[config.mk]
export PLATFORM = sky130hd
export DESIGN_NAME = spi_master_byte_flat
export DESIGN_NICKNAME = d
export VERILOG_FILES = /design/src/rtl/spi_master_byte_if.sv /design/src/rtl/spi_master_byte.sv /design/src/flat_wrapper.sv
export SDC_FILE = /design/constraint.sdc
export NUM_CORES = 1
export LEC_CHECK = 0
export ABC_AREA = 1
export BUFFER_PORTS_ARGS = -buffer_cell sky130_fd_sc_hd__buf_2
export CORE_UTILIZATION = 59
export CTS_BUF_LIST = sky130_fd_sc_hd__clkbuf_4 sky130_fd_sc_hd__clkbuf_8
export CTS_CLUSTER_DIAMETER = 30
export DETAILED_ROUTE_END_ITERATION = 10
export PLACE_DENSITY = 0.82
export SLEW_MARGIN = 20
export SYNTH_ARGS = -nofsm -noshare
export SYNTH_HDL_FRONTEND = slang
export SYNTH_SLANG_ARGS = --single-unit
[constraint.sdc]
create_clock -name clk -period 1.9 [get_ports clk]
set_input_delay 0 -clock clk [delete_from_list [all_inputs] [get_ports clk]]
set_output_delay 0 -clock clk [all_outputs]
set_load 0.01 [all_outputs]
[src/rtl/spi_master_byte_if.sv]
// Host-side handshake plus SPI pins of the byte-wide SPI master.
//   master modport : view of the SPI master itself (drives SCK/MOSI/SSEL, DONE/BUSY/DATA_IN)
//   slave modport  : view of whatever sits opposite (host stimulus and SPI slave)
// Signals:
//   START, LAST, DATA_OUT : host request, last-byte flag, byte to send
//   DATA_IN, BUSY, DONE   : received byte, transfer active, byte-complete pulse
//   SCK, MOSI, SSEL, MISO : SPI mode-0 pins (SSEL active low)
interface spi_master_byte_if;
  logic       START;
  logic       LAST;
  logic [7:0] DATA_OUT;
  logic [7:0] DATA_IN;
  logic       BUSY;
  logic       DONE;
  logic       SCK;
  logic       MOSI;
  logic       MISO;
  logic       SSEL;

  modport master (
    input  START, LAST, DATA_OUT, MISO,
    output DATA_IN, BUSY, DONE, SCK, MOSI, SSEL
  );

  modport slave (
    output START, LAST, DATA_OUT, MISO,
    input  DATA_IN, BUSY, DONE, SCK, MOSI, SSEL
  );
endinterface

[src/rtl/spi_master_byte.sv]
// Mode-0 (CPOL=0, CPHA=0) SPI master, MSB first, one byte per host request.
// SSEL is held low across consecutive bytes until a byte flagged LAST completes.
// Ports:
//   clk  : system clock, all logic on its rising edge
//   rst  : asynchronous active-high reset
//   bus  : spi_master_byte_if.master (host handshake + SPI pins), all outputs registered
module spi_master_byte #(
  parameter int unsigned CLK_DIV    = 4,  // clk cycles per SCK half-period
  parameter int unsigned SSEL_SETUP = 4,  // SSEL low before first SCK half-period
  parameter int unsigned SSEL_HOLD  = 4   // SSEL low after last fall, then high before IDLE
) (
  input logic              clk,
  input logic              rst,
  spi_master_byte_if.master bus
);

  localparam int unsigned MAX_A   = (CLK_DIV > SSEL_SETUP) ? CLK_DIV : SSEL_SETUP;
  localparam int unsigned MAX_CNT = (MAX_A > SSEL_HOLD) ? MAX_A : SSEL_HOLD;
  localparam int unsigned CNT_W   = $clog2(MAX_CNT + 1);

  localparam logic [CNT_W-1:0] DIV_END   = CNT_W'(CLK_DIV - 1);
  localparam logic [CNT_W-1:0] SETUP_END = CNT_W'(SSEL_SETUP - 1);
  localparam logic [CNT_W-1:0] HOLD_END  = CNT_W'(SSEL_HOLD - 1);

  typedef enum logic [2:0] {
    IDLE, SETUP, LOW, HIGH, WAIT, HOLD, DESEL
  } state_t;

  state_t           state;
  logic [CNT_W-1:0] cnt;
  logic [2:0]       bitcnt;
  logic [7:0]       tx_shift;
  logic [7:0]       rx_shift;
  logic             last_q;
  logic             sck_q;
  logic             mosi_q;
  logic             ssel_q;
  logic             busy_q;
  logic             done_q;
  logic [7:0]       data_in_q;

  assign bus.SCK     = sck_q;
  assign bus.MOSI    = mosi_q;
  assign bus.SSEL    = ssel_q;
  assign bus.BUSY    = busy_q;
  assign bus.DONE    = done_q;
  assign bus.DATA_IN = data_in_q;

  // Transfer sequencer; MOSI is updated alongside tx_shift so it only moves on load or SCK fall.
  always_ff @(posedge clk or posedge rst) begin
    if (rst) begin
      state     <= IDLE;
      cnt       <= '0;
      bitcnt    <= '0;
      tx_shift  <= '0;
      rx_shift  <= '0;
      last_q    <= 1'b0;
      sck_q     <= 1'b0;
      mosi_q    <= 1'b0;
      ssel_q    <= 1'b1;
      busy_q    <= 1'b0;
      done_q    <= 1'b0;
      data_in_q <= '0;
    end else begin
      done_q <= 1'b0;
      case (state)
        IDLE: begin
          if (bus.START) begin
            tx_shift <= bus.DATA_OUT;
            mosi_q   <= bus.DATA_OUT[7];
            last_q   <= bus.LAST;
            bitcnt   <= '0;
            cnt      <= '0;
            ssel_q   <= 1'b0;
            busy_q   <= 1'b1;
            state    <= SETUP;
          end
        end

        SETUP: begin
          if (cnt == SETUP_END) begin
            cnt   <= '0;
            state <= LOW;
          end else begin
            cnt <= cnt + CNT_W'(1);
          end
        end

        LOW: begin
          if (cnt == DIV_END) begin
            cnt      <= '0;
            sck_q    <= 1'b1;
            rx_shift <= {rx_shift[6:0], bus.MISO};
            state    <= HIGH;
          end else begin
            cnt <= cnt + CNT_W'(1);
          end
        end

        HIGH: begin
          if (cnt == DIV_END) begin
            cnt   <= '0;
            sck_q <= 1'b0;
            if (bitcnt != 3'd7) begin
              tx_shift <= {tx_shift[6:0], 1'b0};
              mosi_q   <= tx_shift[6];
              bitcnt   <= bitcnt + 3'd1;
              state    <= LOW;
            end else begin
              data_in_q <= rx_shift;
              done_q    <= 1'b1;
              state     <= last_q ? HOLD : WAIT;
            end
          end else begin
            cnt <= cnt + CNT_W'(1);
          end
        end

        // BUSY drops one cycle after DONE, so a START coincident with DONE is ignored.
        WAIT: begin
          if (bus.START && !done_q) begin
            tx_shift <= bus.DATA_OUT;
            mosi_q   <= bus.DATA_OUT[7];
            last_q   <= bus.LAST;
            bitcnt   <= '0;
            cnt      <= '0;
            busy_q   <= 1'b1;
            state    <= LOW;
          end else begin
            busy_q <= 1'b0;
          end
        end

        HOLD: begin
          if (cnt == HOLD_END) begin
            cnt    <= '0;
            ssel_q <= 1'b1;
            mosi_q <= 1'b0;
            state  <= DESEL;
          end else begin
            cnt <= cnt + CNT_W'(1);
          end
        end

        DESEL: begin
          if (cnt == HOLD_END) begin
            cnt    <= '0;
            busy_q <= 1'b0;
            state  <= IDLE;
          end else begin
            cnt <= cnt + CNT_W'(1);
          end
        end

        default: state <= IDLE;
      endcase
    end
  end

endmodule

[src/flat_wrapper.sv]
// flat-port wrapper written by rule: the top's interface ports become plain ports
module spi_master_byte_flat 
#(
  parameter int unsigned CLK_DIV    = 4,                                   
  parameter int unsigned SSEL_SETUP = 4,                                          
  parameter int unsigned SSEL_HOLD  = 4                                                     
)
  (clk, rst, bus_START, bus_LAST, bus_DATA_OUT, bus_MISO, bus_DATA_IN, bus_BUSY, bus_DONE, bus_SCK, bus_MOSI, bus_SSEL);
  spi_master_byte_if bus_i ();
  input logic clk;
  input logic rst;
  input wire logic [$bits(bus_i.START)-1:0] bus_START;
  input wire logic [$bits(bus_i.LAST)-1:0] bus_LAST;
  input wire logic [$bits(bus_i.DATA_OUT)-1:0] bus_DATA_OUT;
  input wire logic [$bits(bus_i.MISO)-1:0] bus_MISO;
  output wire logic [$bits(bus_i.DATA_IN)-1:0] bus_DATA_IN;
  output wire logic [$bits(bus_i.BUSY)-1:0] bus_BUSY;
  output wire logic [$bits(bus_i.DONE)-1:0] bus_DONE;
  output wire logic [$bits(bus_i.SCK)-1:0] bus_SCK;
  output wire logic [$bits(bus_i.MOSI)-1:0] bus_MOSI;
  output wire logic [$bits(bus_i.SSEL)-1:0] bus_SSEL;
  assign bus_i.START = bus_START;
  assign bus_i.LAST = bus_LAST;
  assign bus_i.DATA_OUT = bus_DATA_OUT;
  assign bus_i.MISO = bus_MISO;
  assign bus_DATA_IN = bus_i.DATA_IN;
  assign bus_BUSY = bus_i.BUSY;
  assign bus_DONE = bus_i.DONE;
  assign bus_SCK = bus_i.SCK;
  assign bus_MOSI = bus_i.MOSI;
  assign bus_SSEL = bus_i.SSEL;
  spi_master_byte #(.CLK_DIV(CLK_DIV), .SSEL_SETUP(SSEL_SETUP), .SSEL_HOLD(SSEL_HOLD)) u_core (.clk(clk), .rst(rst), .bus(bus_i));
endmodule
Word-level counts from Yosys, hierarchy flattened. Cells that the tools add are included.

Add/sub/neg operators: 2. Eq/ne operators: 16. Mux-type cells: 41. Bitwise logic cells: 1. Reduce and logical (&&, ||, !) cells: 21.

Operators by type and width (number): 3-bit two-way mux (13); 7-bit two-way mux (4); 3-bit one-hot mux with 7 select lines (1); 7-bit one-hot mux with 3 select lines (1); 3-bit one-hot mux with 3 select lines (2); 3-bit AND reduction (6); 1-bit two-way mux (15); 2-bit by 1-bit inequality test with 1-bit output, second input constant (7); 3-bit by 2-bit equality test with 1-bit output, second input constant (3); 3-bit equality test, second input constant (3); 3-bit nonzero test (3); 7-bit AND reduction (1); 3-bit by 1-bit adder with 3-bit output, second input constant (2); 1-bit one-hot mux with 2 select lines (3); 6-bit AND reduction (1); 2-bit nonzero test (3); 5-bit AND reduction (1); 5-bit OR reduction (1); 1-bit one-hot mux with 4 select lines (1); 4-bit nonzero test (1); 3-bit by 1-bit equality test with 1-bit output, second input constant (1); 3-bit logical NOT (1); 3-bit inequality test, second input constant (1); 1-bit one-hot mux with 3 select lines (1); other kinds (5) (5).

Register bits after elaboration: 38. Input port bits: 13. Output and inout bits: 13. Logic and storage cells: 93.

Longest topological paths before layout. Gate-level depths: netlist of the first run.

Depth after elaboration: 4. Mapped depth: 8. Gate-level depth less buffers: 8.

Worst setup path before layout of the first run. Ideal clock, no wire load.

Kind: flip-flop to flip-flop. Start point: reg u_core.bitcnt[0]. End point: reg u_core.tx_shift[0]. Library setup time: 0.118 ns. Arrival time: 1.294 ns. Data required time: 1.782 ns. Setup slack: 0.488 ns. Cell stages (with the launch flop): 7. Buffers on the path: 0. Period minus slack after synthesis: 1.412 ns. Cells stage by stage: dfrtp_1 ha_1 ha_1 o21ai_1 nand4_4 nand2_1 nand2_1.

Longest elaborated chain between the ends: 3.

Ends and longest elaborated chain: from (decl) (line spi_master_byte.sv:31) `logic [2:0] bitcnt;`; from (signal assigned) (line spi_master_byte.sv:107) `bitcnt <= bitcnt + 3'd1;`; 3-bit inequality test (line spi_master_byte.sv:104) `if (bitcnt != 3'd7) begin`; 2-bit by 1-bit inequality test with 1-bit output (no source line); 5-bit AND reduction (no source line); to (signal assigned) (line spi_master_byte.sv:69) `tx_shift <= bus.DATA_OUT;`; to (signal assigned) (line spi_master_byte.sv:105) `tx_shift <= {tx_shift[6:0], 1'b0};`; to (signal assigned) (line spi_master_byte.sv:122) `tx_shift <= bus.DATA_OUT;`; to (decl) (line spi_master_byte.sv:32) `logic [7:0] tx_shift;`.

No other way between the ends. A chain may end at the register's enable or synchronous reset.

Final worst setup path of the first run.
Start point: reg u_core.state[2]. End point: reg u_core.bitcnt[2].

Longest elaborated chain between the ends: 3. Elaborated cells between the ends (all ways): 10. Classes of those cells: eq/ne: 6; mux: 1; reduce/logical: 3.

Ends and longest elaborated chain: from (decl) (line spi_master_byte.sv:29) `state_t state;`; from (signal assigned) (line spi_master_byte.sv:112) `state <= last_q ? HOLD : WAIT;`; 3-bit by 2-bit equality test with 1-bit output, or another cell as far along (line spi_master_byte.sv:66) `case (state)`; 2-bit by 1-bit inequality test with 1-bit output (no source line), or another cell as far along; 5-bit AND reduction (no source line).

Several ways; a longest one is shown, not always the timed one.

==> results of run 1 <==
## tightest hold or removal path: cells and delay by family
family	cells	cell delay [ns]
simple gates	4	0.26
buf+inv	1	0.10
## cell type report
type,instances,area share
Clock inverter,2,0.00583
Multi-Input combinational cell,155,0.348
Sequential cell,38,0.444
Timing Repair Buffer,38,0.117
Clock buffer,6,0.0239
Inverter,25,0.0438
Tap cell,31,0.0181
## metrics by stage
stage / setup slack [ns] / hold slack [ns] / utilization / area (sq um) / power [mW]
4_1_cts: 0.229 / 0.0233 / 0.752 / 2140 / 2.83
2_1_floorplan: 0.488 / 0.145 / - / 1830 / 2.13
5_1_grt: 0.0320 / 0.0770 / 0.752 / 2140 / 3.08
6_report: 0.225 / 0.0258 / 0.752 / 2140 / 2.83
3_3_place_gp: 0.296 / 0.133 / 0.691 / 1970 / 2.33
3_5_place_dp: 0.264 / 0.127 / 0.691 / 1970 / 2.37
## what timing repair did
action                                  4_1_cts  5_1_grt
endpoints found under the setup margin        0        0
hold buffers                                 11        0
hold endpoints to repair                     47        0
## Yosys cell counts
cell type | number | area (sq um)
nand2_1 | 83 | 312
dfrtp_1 | 37 | 926
inv_1 | 24 | 90.1
o21ai_0 | 21 | 105
nand3_1 | 20 | 100
nor2_1 | 7 | 26.3
nor2_2 | 4 | 25.0
o21ai_1 | 4 | 20.0
a21oi_1 | 3 | 15.0
buf_2 | 3 | 15.0
ha_1 | 3 | 37.5
nand2_2 | 3 | 18.8
buf_4 | 2 | 15.0
nand3_2 | 2 | 20.0
a31oi_1 | 1 | 6.26
buf_6 | 1 | 11.3
dfstp_2 | 1 | 26.3
inv_2 | 1 | 3.75
nand4_1 | 1 | 6.26
nand4_2 | 1 | 12.5
nand4_4 | 1 | 21.3
nor2_8 | 1 | 20.0
## cell families after synthesis
group                    count (synthesis)
adder cells (fa/ha/maj)                  3
AO/OA/AOI/OAI                           29
buffers and inverters                   31
flip-flops                              38
AND/OR/NAND/NOR                        123
## metal layers
metal,vias up,track usage,wire [um]
met5,-,0,0
met1,726,0.365,1680
li1,793,-,-
met2,37,0.402,1720
met4,0,0.112,47
met3,6,0.0536,161
## cell usage in the layout (no fill, tap or decap)
| cell | Yosys | final |
|---|---|---|
| nand4_4 | 1 | 1 |
| nand2_1 | 83 | 83 |
| buf_4 | 2 | 2 |
| ha_1 | 3 | 3 |
| nor2_8 | 1 | 1 |
| nor2_2 | 4 | 4 |
| inv_1 | 24 | 24 |
| nand3_2 | 2 | 2 |
| inv_2 | 1 | 1 |
| clkinv_2 | 0 | 1 |
| buf_2 | 3 | 25 |
| nand4_2 | 1 | 1 |
| nand4_1 | 1 | 1 |
| clkbuf_4 | 0 | 5 |
| dfrtp_1 | 37 | 37 |
| clkbuf_8 | 0 | 1 |
| dlygate4sd3_1 | 0 | 11 |
| nand3_1 | 20 | 20 |
| a31oi_1 | 1 | 1 |
| o21ai_1 | 4 | 4 |
| nor2_1 | 7 | 7 |
| a21oi_1 | 3 | 3 |
| o21ai_0 | 21 | 21 |
| dfstp_2 | 1 | 1 |
| clkinvlp_4 | 0 | 1 |
| nand2_2 | 3 | 3 |
## registers in the layout, summed over array words and instances (netlist names)
register,flops
u_core.bus.DATA_IN,8
u_core.rx_shift,8
u_core.tx_shift,7
u_core.bitcnt,3
u_core.cnt,3
u_core.state,3
u_core.bus.BUSY,1
u_core.bus.DONE,1
u_core.bus.MOSI,1
u_core.bus.SCK,1
u_core.bus.SSEL,1
u_core.last_q,1
## power by group through the flow
stage	Sequential (mW)	Combinational, mW	Clock, mW
5_1_grt	1.26	1.33	0.493
3_5_place_dp	1.24	1.13	0
6_report	1.22	1.15	0.457
3_3_place_gp	1.23	1.10	0
2_1_floorplan	1.17	0.957	0
4_1_cts	1.22	1.15	0.456
## worst paths after layout
| check | from | end | slack [ns] | cells past startpoint |
|---|---|---|---|---|
| worst min register to register | u_core.bus.SSEL$_DFFE_PP1P_ | u_core.bus.SSEL$_DFFE_PP1P_ | 0.48 | 2 |
| min in group asynchronous | rst | u_core.tx_shift[2]$_DFFE_PP0P_ | 0.28 | 4 |
| max in group asynchronous | rst | u_core.bus.SSEL$_DFFE_PP1P_ | 1.25 | 4 |
| worst max register to register | u_core.state[2]$_DFFE_PP0P_ | u_core.bitcnt[2]$_DFFE_PP0P_ | 0.22 | 6 |
| worst min-delay path | bus_DATA_OUT[7] | u_core.bus.MOSI$_DFFE_PP0P_ | 0.03 | 5 |
| worst max-delay path | u_core.state[2]$_DFFE_PP0P_ | u_core.bitcnt[2]$_DFFE_PP0P_ | 0.22 | 6 |
==> impl_metrics.yaml, run 1 <==
route:
  drc_errors: 1
  drt_pass1_iterations: 7
  routedWlPerCell_um: 12.2
  drtIter0Drc: 86
  viasPerCell: 5.29
  ant_nets: 0
  drt_wl_total_um: 3600
  num_vias: 1562
synth:
  synth_adder_area_share: 0.0205
  muxShareOfSynthArea: 0
  synth.distinct_cells: 22
  syn-cell-area_sq_um: 1830
  avgSynthCellArea_sq_um: 8.18
  synthSimpleGateAreaFrac: 0.306
  yosysWarnings: 0
  synth_cells: 224
  synth_top_family_by_area: "simple AND/OR/NAND/NOR gates"
  synth_fp_nets: 240
  ys_seq_area_frac: 0.519
  synth_xor_area_frac: 0
  ys_ff_latch: 38
  synth_compound_area_frac: 0.0799
final_layout:
  multiInputGateArea_sq_um: 746
  nFillCells: 211
  seqCellArea_sq_um: 952
  drive_gt1_frac: 0.186
  diodes: 0
  nNetsFinal: 279
  area_delta_synth_final_pct: 17.0
  fin_cells: 295
sta:
  skew_ns: 0.0152
  period_minus_slack_ns: 1.68
  finalSetupTns_ns: 0
  final_max_slew_viol_count: 0
  rsz0062_at_grt: "false"
  finalHoldViolations: 0
  setup_viol: 0
  post-route-period-util: 0.882
  fmax_mhz: 597
  worst_pin_slew_ns: 0.460
  slew-limit-headroom: 0.693
global_routing:
  grt_overflow: 0
  grt_usage: 0.262
  grt_max_degree: 39
  grt_pass1_wl_um: 6560
  antenna_found_initial: 0
  grt_pass1_vias: 1534
floorplanning:
  fp.dieH_um: 57.7
  io_pins: 26
  fp.dieW_um: 57.7
  row_count: 19
  die-area_sq_um: 3330
  initial_utilization: 0.643
  core_area_sq_um: 2850
pwr:
  netSwitchingPower_mw: 1.20
  p_per_area_nw_per_um2: 1320
  swShare: 0.425
  seqPwrFrac: 0.433
  irDropWorstVdd_mv: 0.957
  p_comb_frac: 0.406
  power_frac_clock: 0.162
  p_leak_nw: 1.15
  internal_power_mw: 1.63
worst_setup_path:
  path_class: "flip-flop to flip-flop"
  crit_arrival_ns: 1.93
  path_cells: "inv_2, nand3_2, nand2_2, nand4_4, nand2_1, nand2_1"
  critPathBufInv: 1
  path_max_fanout: 10
  crit_path_frequent_cell: "nand2_1"
  cpPeakStageDelay_ns: 0.50
  cp-end-kind: "flip-flop"
  slowest_stage: "dfrtp_1"
  required_ns: 2.15
  crit_family: "simple AND/OR/NAND/NOR gates"
  start_kind: "flip-flop"
place:
  dp.cells: 276
  io_buffer_count: 25
  dpl.hpwl_um: 2450
  gp_congestion: 0.932
clocking:
  ctsResizeCount: 0
  clock-root-buffer: "clkbuf_4"
  cts_buffer_depth: 2
  post_cts_buffers: 0
  cts_tree: "done"
  htree_levels: 2
  cts_buffers: 5
  insertion_delay_ns: 0.36
  path_clk_slew_ns: 0.12
  clock-sinks: 38
min_path:
  worstHoldPathType: "input port to flip-flop"
outcome:
  violations: "DRC"
  status: "finished, violations left"
run:
  maxCapViolCount: 0
Power figures use the tool's default switching activity.
==> run 2, diff against run 1 <==
--- a/config.mk
+++ b/config.mk
@@ -7,6 +7,7 @@
 export LEC_CHECK = 0
 export ABC_AREA = 1
 export BUFFER_PORTS_ARGS = -buffer_cell sky130_fd_sc_hd__buf_2
+export CORE_ASPECT_RATIO = 1.5
 export CORE_UTILIZATION = 59
 export CTS_BUF_LIST = sky130_fd_sc_hd__clkbuf_4 sky130_fd_sc_hd__clkbuf_8
 export CTS_CLUSTER_DIAMETER = 30
==> run 2 against run 1 <==
Against the previous run:
- the run ends with hold timing left
- total power rose by 2.2%
- global-route usage rose by 0.080 points
- die area rose by 0.13%
- sequential cell count did not move
- routed wire length fell by 2.5%
- sequential power barely moved
- highest routed layer unchanged
==> impl_metrics.yaml, run 2 (synthesized netlist as in run 1, its figures left out) <==
route:
  viasPerCell: 5.07
  num_vias: 1500
  drt_wl_total_um: 3510
  routedWlPerCell_um: 11.9
  drt_pass1_iterations: 4
  ant_nets: 0
  drc_errors: 0
  drtIter0Drc: 34
clocking:
  cts_buffers: 5
  path_clk_slew_ns: 0.07
  ctsResizeCount: 0
  htree_levels: 2
  post_cts_buffers: 0
  cts_buffer_depth: 2
  cts_tree: "done"
  clock-sinks: 38
  clock-root-buffer: "clkbuf_8"
  insertion_delay_ns: 0.29
global_routing:
  grt_pass1_wl_um: 6190
  use_met2: 0.441
  grt_max_degree: 39
  gr-usage-met3: 0.0749
  grt_pass1_vias: 1563
  grt_usage: 0.262
  grt_overflow: 0
  grt-busiest-layer: "met2"
  grtUsageMet1: 0.279
  antenna_found_initial: 0
floorplanning:
  row_count: 24
  die-area_sq_um: 3340
  io_pins: 26
  fp.dieW_um: 47.5
  initial_utilization: 0.623
  fp.dieH_um: 70.3
  core_area_sq_um: 2940
place:
  dpl.hpwl_um: 2520
  io_buffer_count: 25
  gp_congestion: 0.895
  place_ws_ns: 0.282
sta:
  holdWs_ns: -0.00347
  period_minus_slack_ns: 1.61
  finalWorstSetupSlack_ns: 0.286
  slew-limit-headroom: 0.693
  worst_pin_slew_ns: 0.460
  skew_ns: 0.00544
  finalHoldViolations: 1
  final_max_slew_viol_count: 0
  rsz0062_at_grt: "false"
  setup_viol: 0
  finalSetupTns_ns: 0
  post-route-period-util: 0.849
  fmax_mhz: 620
final_layout:
  nNetsFinal: 273
  diodes: 0
  layout_commonest_cell: "nand2_1"
  layout_common_cells: "83 x nand2_1, 37 x dfrtp_1, 25 x buf_2"
  area_delta_synth_final_pct: 14.8
  drive_gt1_frac: 0.195
worst_setup_path:
  required_ns: 2.08
  cp-end-kind: "flip-flop"
  start_kind: "flip-flop"
  rr_worst_depth: 6
  crit_arrival_ns: 1.79
  r2r_slack_ns: 0.29
  path_class: "flip-flop to flip-flop"
  r2r_end: "u_core.tx_shift[1]$_DFFE_PP0P_"
  r2r-start: "u_core.bitcnt[0]$_DFFE_PP0P_"
  path_max_fanout: 10
pwr:
  p_leak_nw: 1.14
  power_frac_clock: 0.179
  netSwitchingPower_mw: 1.18
  swShare: 0.408
  seqPwrFrac: 0.423
  p_comb_frac: 0.399
  irDropWorstVdd_mv: 0.902
  internal_power_mw: 1.71
  p_per_area_nw_per_um2: 1370
min_path:
  worstHoldPathType: "input port to flip-flop"
  min-delay-start: "bus_START"
  hold_end: "u_core.bus.SSEL$_DFFE_PP1P_"
  whs_path_depth: 4
outcome:
  violations: "hold timing"
  status: "finished, violations left"
run:
  maxCapViolCount: 0
[run 2: worst max path at each step]
| stage | start | to | depth (start not counted) |
|---|---|---|---|
| CTS | u_core.bitcnt[0]$_DFFE_PP0P_ | u_core.tx_shift[1]$_DFFE_PP0P_ | 6 |
| global placement | u_core.bitcnt[0]$_DFFE_PP0P_ | u_core.tx_shift[6]$_DFFE_PP0P_ | 6 |
| detailed placement | u_core.bitcnt[0]$_DFFE_PP0P_ | u_core.tx_shift[1]$_DFFE_PP0P_ | 6 |
| finish | u_core.bitcnt[0]$_DFFE_PP0P_ | u_core.tx_shift[1]$_DFFE_PP0P_ | 6 |
| floorplan | u_core.bitcnt[0]$_DFFE_PP0P_ | u_core.tx_shift[0]$_DFFE_PP0P_ | 6 |
| global route | u_core.cnt[0]$_DFFE_PP0P_ | u_core.rx_shift[6]$_DFFE_PP0P_ | 6 |
[run 2: layer usage]
layer	share of wire	wire, um
met5	0	0
met4	0.024	85
met3	0.026	93
met2	0.53	1850
met1	0.42	1480
[run 2: layout make-up]
| cell class | count | area, sq um |
|---|---|---|
| Sequential cell | 38 | 952 |
| Fill cell | 278 | 838 |
| Multi-Input combinational cell | 155 | 746 |
| Timing Repair Buffer | 32 | 185 |
| Inverter | 25 | 93.8 |
| Clock buffer | 5 | 68.8 |
| Tap cell | 39 | 48.8 |
| Clock inverter | 2 | 10.0 |
[run 2: power groups by stage]
| stage | combinational [mW] | clock, mW | sequential, mW |
|---|---|---|---|
| after floorplan | 0.957 | 0 | 1.17 |
| after global placement | 1.12 | 0 | 1.23 |
| after detailed placement | 1.16 | 0 | 1.23 |
| after CTS | 1.17 | 0.532 | 1.22 |
| after global routing | 1.34 | 0.567 | 1.25 |
| final | 1.15 | 0.516 | 1.22 |
[run 2: worst max-delay path: stages, from the launching register on]
cell and delay [ns]:
dfrtp_1 0.41, ha_1 0.21, ha_1 0.21, o21ai_1 0.28, nand4_4 0.22, nand2_1 0.12
nand2_1 0.06
[run 2: timing repair]
item / CTS / global route
setup endpoints to repair: 0 / 0
hold buffers: 3 / 0
hold endpoints to repair: 39 / 0
[run 2: per-stage QoR]
step | power [mW] | hold WS [ns] | instances | util | instance area (sq um)
4_1_cts | 2.92 | 0.00414 | 296 | 0.715 | 2100
5_1_grt | 3.16 | 0.0582 | 296 | 0.715 | 2100
3_3_place_gp | 2.35 | 0.135 | 286 | 0.678 | 2000
3_5_place_dp | 2.39 | 0.136 | 286 | 0.678 | 2000
2_1_floorplan | 2.13 | 0.145 | 224 | - | 1830
6_report | 2.89 | -0.00347 | 296 | 0.715 | 2100
